$ cat src/rtl/fdtd_pkg.sv
// fdtd_pkg: shared state encoding and default grid constants for the fdtd blocks
package fdtd_pkg;
    typedef enum logic [1:0] {IDLE, EZ_SWEEP, SRC, STEP_END} fdtd_state_t;
    localparam int GRID_SIZE_DEF = 200;
    localparam int SRC_POS_DEF = 100;
endpackage

$ cat src/rtl/fdtd_calc_ctrl.sv
// fdtd_calc_ctrl: per-time-step issue sequencer, Ez sweep over all cells, then a hard-source load
module fdtd_calc_ctrl
    import fdtd_pkg::*;
#(
    parameter int GRID_SIZE = GRID_SIZE_DEF,
    parameter int SRC_POS = SRC_POS_DEF,
    parameter int STEP_WIDTH = 16
) (
    input  logic                         CLK,
    input  logic                         RST,
    input  logic                         start_i,
    input  logic [STEP_WIDTH-1:0]        nsteps_i,
    input  logic                         abort_i,
    input  logic                         ready_i,
    output logic                         calc_Ez_en_o,
    output logic                         calc_src_en_o,
    output logic [$clog2(GRID_SIZE)-1:0] addr_o,
    output logic [STEP_WIDTH-1:0]        step_o,
    output logic                         busy_o,
    output logic                         done_o
);
    localparam int AW = $clog2(GRID_SIZE);
    localparam logic [AW-1:0] LAST_ADDR = AW'(GRID_SIZE - 1);
    localparam logic [AW-1:0] SRC_ADDR = AW'(SRC_POS);

    fdtd_state_t state, state_n;
    logic [STEP_WIDTH-1:0] nsteps_q, nsteps_n, step_n;
    logic [AW-1:0] addr_n;
    logic ez_n, src_n, done_n;

    assign busy_o = state != IDLE;

    always_ff @(posedge CLK) begin
        if (RST) begin
            state <= IDLE;
            nsteps_q <= '0;
            step_o <= '0;
            addr_o <= '0;
            calc_Ez_en_o <= 1'b0;
            calc_src_en_o <= 1'b0;
            done_o <= 1'b0;
        end else begin
            state <= state_n;
            nsteps_q <= nsteps_n;
            step_o <= step_n;
            addr_o <= addr_n;
            calc_Ez_en_o <= ez_n;
            calc_src_en_o <= src_n;
            done_o <= done_n;
        end
    end

    // Outputs are computed for the next state so the issue appears as the state is entered
    always_comb begin
        state_n = state;
        nsteps_n = nsteps_q;
        step_n = step_o;
        addr_n = addr_o;
        ez_n = 1'b0;
        src_n = 1'b0;
        done_n = 1'b0;
        case (state)
            IDLE: begin
                if (start_i && nsteps_i != '0) begin
                    state_n = EZ_SWEEP;
                    nsteps_n = nsteps_i;
                    step_n = '0;
                    addr_n = '0;
                    ez_n = 1'b1;
                end else if (start_i) begin
                    done_n = 1'b1;
                end
            end
            EZ_SWEEP: begin
                ez_n = !(ready_i && addr_o == LAST_ADDR);
                src_n = ready_i && addr_o == LAST_ADDR;
                state_n = src_n ? SRC : EZ_SWEEP;
                addr_n = !ready_i ? addr_o : (src_n ? SRC_ADDR : addr_o + AW'(1));
            end
            SRC: begin
                src_n = !ready_i;
                state_n = ready_i ? STEP_END : SRC;
            end
            STEP_END: begin
                if (step_o == nsteps_q - STEP_WIDTH'(1)) begin
                    state_n = IDLE;
                    done_n = 1'b1;
                end else begin
                    state_n = EZ_SWEEP;
                    step_n = step_o + STEP_WIDTH'(1);
                    addr_n = '0;
                    ez_n = 1'b1;
                end
            end
            default: state_n = IDLE;
        endcase
        if (abort_i) begin
            state_n = IDLE;
            ez_n = 1'b0;
            src_n = 1'b0;
            done_n = 1'b0;
        end
    end
endmodule
$ cat config.mk
export PLATFORM = sky130hd
export DESIGN_NAME = fdtd_calc_ctrl
export DESIGN_NICKNAME = d
export VERILOG_FILES = /design/src/rtl/fdtd_pkg.sv /design/src/rtl/fdtd_calc_ctrl.sv
export SDC_FILE = /design/constraint.sdc
export NUM_CORES = 1
export LEC_CHECK = 0
export CAP_MARGIN = 40
export CORE_ASPECT_RATIO = 1.4
export CORE_MARGIN = 10
export CORE_UTILIZATION = 30
export DETAILED_ROUTE_END_ITERATION = 8
export GPL_ROUTABILITY_DRIVEN = 0
export GPL_TIMING_DRIVEN = 0
export PLACE_DENSITY = 0.55
export SYNTH_ARGS = -nofsm -noshare
export SYNTH_HDL_FRONTEND = slang
export SYNTH_SLANG_ARGS = --single-unit
$ cat constraint.sdc
create_clock -name CLK -period 3.6 [get_ports CLK]
set_input_delay 1.08 -clock CLK [delete_from_list [all_inputs] [get_ports CLK]]
set_output_delay 1.08 -clock CLK [all_outputs]
set_load 0.01 [all_outputs]
==> metrics.csv, run 1 <==
stage;metric;value;unit
run_status;outcome;finished clean;
logic_synthesis;Ys Warns;0;
logic_synthesis;count of distinct cell types in the synthesized netlist;58;
setup_path;worst-path maximum fanout;10;
die;Die ar.;14000;um2
clock_network;Root Driver;clkbuf_16;
finish;synthesis-to-layout area growth;27.6;%
logic_synthesis;Avg Cell Area, Syn;8.20;um2
placement;Port Buf Inserts;48;
drt;ANT nets after route;0;
finish;cell area after layout;3680;um2
global_route;largest net degree at the start of global routing;14;
clock_network;clock network latency to the later pin of the worst-skew pair;0.29;ns
setup_path;R2R setup slack;0.80;ns
setup_path;Required @ worst endpoint;3.84;ns
logic_synthesis;dominant cell type by area after synthesis;dfxtp_1;
finish;nets;437;
finish;layout cells sized above 1;8.07;%
job;Max-Cap Viols;0;
placement;DP HPWL;6.63;mm
global_route;first-pass GRT wire length;14.2;mm
sta;final count of negative-setup-slack endpoints;0;
finish;commonest non-fill, non-tap cell in the layout;clkdlybuf4s50_1;
logic_synthesis;syn nets;381;
finish;area of the multi-input gates;1870;um2
clock_network;CTS Buf Count;5;
finish;final core occ;39.1;%
finish;Diodes inserted;0;
drt;post-DR vias/cell;5.37;
setup_path;critical path startpoint;nsteps_i[11];
logic_synthesis;Most used DFF post-synth;dfxtp_1;
drt;Remaining DRCs;0;
logic_synthesis;post-synthesis sequential area ratio;31.2;%
sta;Final Max Slew Viols;0;
drt;total length of routed wires;8.59;mm
die;Initial Utilization;30.7;%
setup_path;CP arrival;3.57;ns
die;Rows;42;
logic_synthesis;Syn Std Cell Area;2890;um2
pwr;total power;1.25;mW
drt;initial DRC count;130;
clock_network;CTS H-Tree Depth;2;
logic_synthesis;ys async rst share;0;%
sta;RSZ-0062 raised after global routing;false;
die;Die Span X;103;um
sta;transition time at the pin with the least slew margin;0.829;ns
drt;DR WL/cell;16.6;um
sta;worst setup margin;0.271;ns
clock_network;clock sink count;45;
drt;Pre-antenna DRT Iters;6;
global_route;total grt overflow;0;
logic_synthesis;Post-synth EDFFs;0;
global_route;vias in the first global route;2754;
placement;placed inst area;3500;um2
clock_network;hold buffers post-CTS;0;
clock_network;CTS tree;done;
drt;DR vias;2788;
die;I/O Pins;49;
placement;worst slack, placed;-0.539;ns
sta;Final Skew;0.00635;ns
logic_synthesis;Syn Inst Count;352;
sta;crit path time final;3.33;ns
setup_path;reg2reg start;nsteps_q[3];
setup_path;Worst setup EP type;register;
sta;Tcrit/Tclk final;92.5;%
clock_network;clk buf depth;2;
pwr;power density over cell area;339;nW/um2
worst_hold_path;hold path start;addr_o[0];
sta;Fin. Hold Viols;0;
worst_hold_path;HP Class;reg2reg;
logic_synthesis;ranking of synthesized cells by area;dfxtp_1 31%, mux2i_1 8.0%, nand2_1 4.7%;
die;overall die height;136;um
global_route;initial antenna violation count;0;
finish;fill count;949;
setup_path;Startpoint Class;input port;
finish;sequential cell area;901;um2
pwr;worst vdd ir;0.153;mV
die;core outline area;9410;um2
logic_synthesis;Yosys top cell area share;31.2;%
sta;fmax;300;MHz
sta;relative slew slack;44.3;%
logic_synthesis;flop and latch count out of synthesis;45;
finish;most frequent cells in the layout;48 x clkdlybuf4s50_1, 45 x dfxtp_1, 36 x nand2_1;
global_route;Total GRT Usage;12.7;%
pwr;Leak;1.45;nW
clock_network;clk slew on worst S/H paths;0.06;ns
setup_path;path type of the worst setup path;in2reg;
## power breakdown
group	total, mW	switching [mW]	leakage [nW]	internal [mW]
combinational	0.237	0.128	1.01	0.109
sequential	0.526	0.0150	0.366	0.511
clock	0.487	0.193	0.0799	0.294
total	1.25	0.336	1.45	0.914
## cell usage after synthesis, types with 3 or more instances
library cell,n
a211oi_1,4
a21o_1,5
a21oi_1,13
a31oi_1,4
a32o_1,4
a41o_1,3
and3_1,8
and4_1,3
clkbuf_1,14
dfxtp_1,45
ha_1,8
inv_1,11
mux2i_1,23
nand2_1,36
nand2b_1,11
nand3_1,20
nand4_1,6
nor2_1,34
nor2b_1,3
nor3_1,11
nor4_1,7
nor4b_1,4
o211ai_1,5
o21ai_0,8
or3_1,5
or4_1,4
xnor2_1,9
xor2_1,7
## what timing repair did
action / 4_1_cts / 5_1_grt
buffers inserted: 0 / 1
pin swaps: 0 / 1
resized for setup: 3 / 1
setup endpoints to repair: 14 / 17
## per-layer routing
| metal | track usage (%) | share of wire [%] |
|---|---|---|
| met1 | 14.6 | 42 |
| met2 | 21.9 | 51 |
| met3 | 3.00 | 5.2 |
| met4 | 5.12 | 1.9 |
| met5 | 0 | 0 |
## cell type report
class                   instances  area share, %
clock buffers                   7           4.15
inverters                      12           1.22
well taps                     110           3.74
flip-flops and latches         45           24.5
clock inverters                 1          0.136
repair buffers                 49           13.3
plain buffers                  19           2.38
multi-input cells             276           50.7
## path summary, 6_finish.rpt
check / end / depth (start not counted)
worst max-delay path: step_o[2] / 10
worst min-delay path: addr_o[0] / 2
worst max register to register: done_o / 7
worst min register to register: addr_o[0] / 2
## flip-flops by register name (all words and copies together) (netlist names), named ones only
signal / count
nsteps_q: 16
calc_src_en_o: 1
step_o: 16
calc_Ez_en_o: 1
state: 1
done_o: 1
addr_o: 8
## critical path, cell delays in order
cell and delay, ns:
clkdlybuf4s50_1 0.45, nor4_2 0.36, nand4_1 0.23, and3_1 0.24, clkbuf_1 0.30, a21oi_2 0.28
clkbuf_2 0.27, nand2_1 0.08, a31oi_1 0.16, a41o_1 0.11
## per-stage QoR
stage          std cells  TNS, ns  hold WS, ns
2_1_floorplan        352        0        0.477
3_3_place_gp         510    -9.97        0.498
3_5_place_dp         510    -8.88        0.496
4_1_cts              518        0        0.510
5_1_grt              519        0        0.537
6_report             519        0        0.506
## kinds of logic after synthesis
group | after synthesis | synth area share [%]
and+or+nand+nor | 165 | 31.4
DFF | 45 | 31.2
muxes | 24 | 8.37
AOI/OAI and AO/OA | 63 | 16.2
adders and majority gates | 8 | 3.47
xor gates and xnor gates | 16 | 4.85
buffers and inverters | 31 | 4.51
(Power assumes the default switching activity.)
==> run 2: changes to the inputs <==
Clock period 3.6 ns to 4.2 ns, I/O delays scaled along.
==> run 2 against run 1 <==
Net effect:
- count of clock-buffer cells in the layout is the same
- worst setup slack gained 0.16 ns
- clock skew is essentially flat
- first-iteration DRC count shrank 15%
- total power shrank 14%
- worst hold slack lost 0.00054 ns
- flip-flop and latch count is the same
- via count is essentially flat
- sequential share of layout area grew 0.12 points
- non-clock buffer count shrank 1
- largest cell class unchanged
==> metrics.csv, run 2 (synthesized netlist as in run 1, its figures left out) <==
stage;metric;value;unit;change
run_status;outcome;finished clean;;
finish;Diodes inserted;0;;unchanged
sta;final count of negative-setup-slack endpoints;0;;unchanged
finish;biggest regs;nsteps_q x16, step_o x16, addr_o x8;;
setup_path;critical path's slowest cell;nor4_1;;
setup_path;R2R setup slack;1.40;ns;+0.60 ns
pwr;P_sw;287;uW;-14%
clock_network;hold buffers post-CTS;0;;unchanged
drt;post-DR vias/cell;5.38;;+0.23%
pwr;clock power share;39.0;%;about the same
clock_network;CTS H-Tree Depth;2;;unchanged
die;Die Span X;103;um;unchanged
pwr;Combinational Power Share;18.9;%;about the same
die;overall die height;136;um;unchanged
finish;final core occ;39.0;%;-0.19 points
setup_path;Startpoint Class;input port;;
pwr;power density over cell area;292;nW/um2;-14%
sta;RSZ-0062 raised after global routing;false;;
drt;Pre-antenna DRT Iters;4;;-2
global_route;Total GRT Usage;12.7;%;-0.021 points
sta;Tcrit/Tclk final;89.8;%;
clock_network;clock network latency to the later pin of the worst-skew pair;0.29;ns;about the same
finish;most frequent cells in the layout;48 x clkdlybuf4s50_1, 45 x dfxtp_1, 36 x nand2_1;;
pwr;Leak;1.45;nW;-0.33%
die;I/O Pins;49;;unchanged
finish;Non-Filler Instances;518;;-0.19%
setup_path;highest cell delay on the worst timing path;0.47;ns;+0.02 ns
setup_path;Worst setup EP type;register;;
job;Max-Cap Viols;0;;unchanged
pwr;switch share;26.8;%;about the same
clock_network;Root Driver;clkbuf_16;;
sta;Final Max Slew Viols;0;;unchanged
die;Die ar.;14000;um2;unchanged
finish;commonest non-fill, non-tap cell in the layout;clkdlybuf4s50_1;;
die;Rows;42;;unchanged
setup_path;WP buf/inv;3;;unchanged
global_route;initial antenna violation count;0;;unchanged
setup_path;Top Family by Delay on Critical Path;simple AND/OR/NAND/NOR gates;;
drt;DR vias;2789;;+0.036%
setup_path;worst-path maximum fanout;10;;unchanged
sta;relative slew slack;42.6;%;-1.7 points
clock_network;clk buf depth;2;;unchanged
global_route;vias in the first global route;2754;;unchanged
sta;crit path time final;3.77;ns;
global_route;first-pass GRT wire length;14.1;mm;-0.19%
finish;nets;436;;-0.23%
setup_path;CP arrival;4.01;ns;+0.44 ns
sta;transition time at the pin with the least slew margin;0.854;ns;+0.0246 ns
clock_network;CTS Buf Count;5;;unchanged
drt;DR WL/cell;16.6;um;+0.23%
worst_hold_path;HP Class;reg2reg;;
sta;setup tns final;0;ns;unchanged
setup_path;Required @ worst endpoint;4.44;ns;+0.60 ns
finish;synthesis-to-layout area growth;27.0;%;
drt;Remaining DRCs;0;;unchanged
sta;Fin. Hold Viols;0;;unchanged
global_route;total grt overflow;0;;unchanged
sta;Final Skew;0.00642;ns;+0.0000664 ns
global_route;largest net degree at the start of global routing;14;;unchanged
sta;final hold slack;0.506;ns;-0.000542 ns
drt;initial DRC count;110;;-15%
placement;Port Buf Inserts;48;;unchanged
placement;DP HPWL;6.63;mm;unchanged
drt;ANT nets after route;0;;unchanged
drt;total length of routed wires;8.59;mm;about the same
die;Initial Utilization;30.7;%;unchanged
finish;layout cells sized above 1;7.35;%;-0.72 points
setup_path;CP Cell Sequence;clkdlybuf4s50_1 -> nor4_1 -> nand4_1 -> and3_1 -> clkbuf_1 -> a21oi_1 -> clkbuf_2 -> nand2_1 -> a31oi_1 -> a41o_1;;
sta;fmax;265;MHz;
placement;dpl cells;510;;unchanged
clock_network;clock sink count;45;;unchanged
clock_network;CTS tree;done;;
setup_path;path type of the worst setup path;in2reg;;
pwr;worst vdd ir;0.131;mV;-14%
pwr;Reg power frac;42.1;%;about the same
clock_network;clk slew on worst S/H paths;0.06;ns;about the same
die;core outline area;9410;um2;unchanged
pwr;internal power;783;uW;-14%
## run 2: cell count changes in the layout (fill, tap and decap cells not counted)
cell / change
nor4_1: +1
nor4_2: -1
a21oi_2: -1
buf_4: -1
a21oi_1: +1
## run 2: repair_timing
item,CTS,global route
endpoints found under the setup margin,0,5
gates resized for setup,0,4
buffers inserted,0,0
hold endpoints to repair,0,0
## run 2: path summary, 6_finish.rpt
| check | from | endpoint | depth (start not counted) |
|---|---|---|---|
| hold / removal | addr_o[0] | addr_o[0] | 2 |
| setup reg to reg | nsteps_q[3] | done_o | 7 |
| hold reg to reg | addr_o[0] | addr_o[0] | 2 |
| setup / recovery | nsteps_i[11] | step_o[2] | 10 |
## run 2: cell type report
type	instances	area [um2]
multi-input combinational	276	1860
clock buffer	7	153
inverter	12	45.0
timing repair buffer	48	480
fill	946	5740
sequential	45	901
clock inverter	1	5.00
buffer	19	87.6
tap	110	138
## run 2: worst register-to-register path: stages, from the launching register on
cell	delay (ns)
dfxtp_1	0.37
or4_4	0.57
or4_1	0.51
a31o_1	0.26
a22oi_4	0.24
nand4_4	0.18
buf_2	0.27
a2111oi_2	0.31
## run 2: layer usage
layer	wire, um	part of all wire, %	vias up	GRT usage, %
met1	3640	42	1316	14.6
li1	-	-	1399	-
met5	0	0	-	0
met2	4340	51	63	21.9
met4	171	2.0	0	5.12
met3	439	5.1	11	3.00
## run 2: per-stage QoR
stage	total power, mW	setup slack (ns)	cell area (um2)
2_1_floorplan	0.602	1.18	2890
3_3_place_gp	0.660	-0.150	3500
3_5_place_dp	0.663	-0.119	3500
4_1_cts	1.08	0.181	3660
5_1_grt	1.12	0.122	3660
6_report	1.07	0.428	3660
## run 2: power groups by stage
stage	Sequential (mW)	Combinational, mW	Clock [mW]
global route	0.453	0.226	0.445
detailed placement	0.461	0.202	0
floorplan	0.457	0.145	0
CTS	0.451	0.203	0.430
finish	0.451	0.202	0.417
global placement	0.461	0.199	0
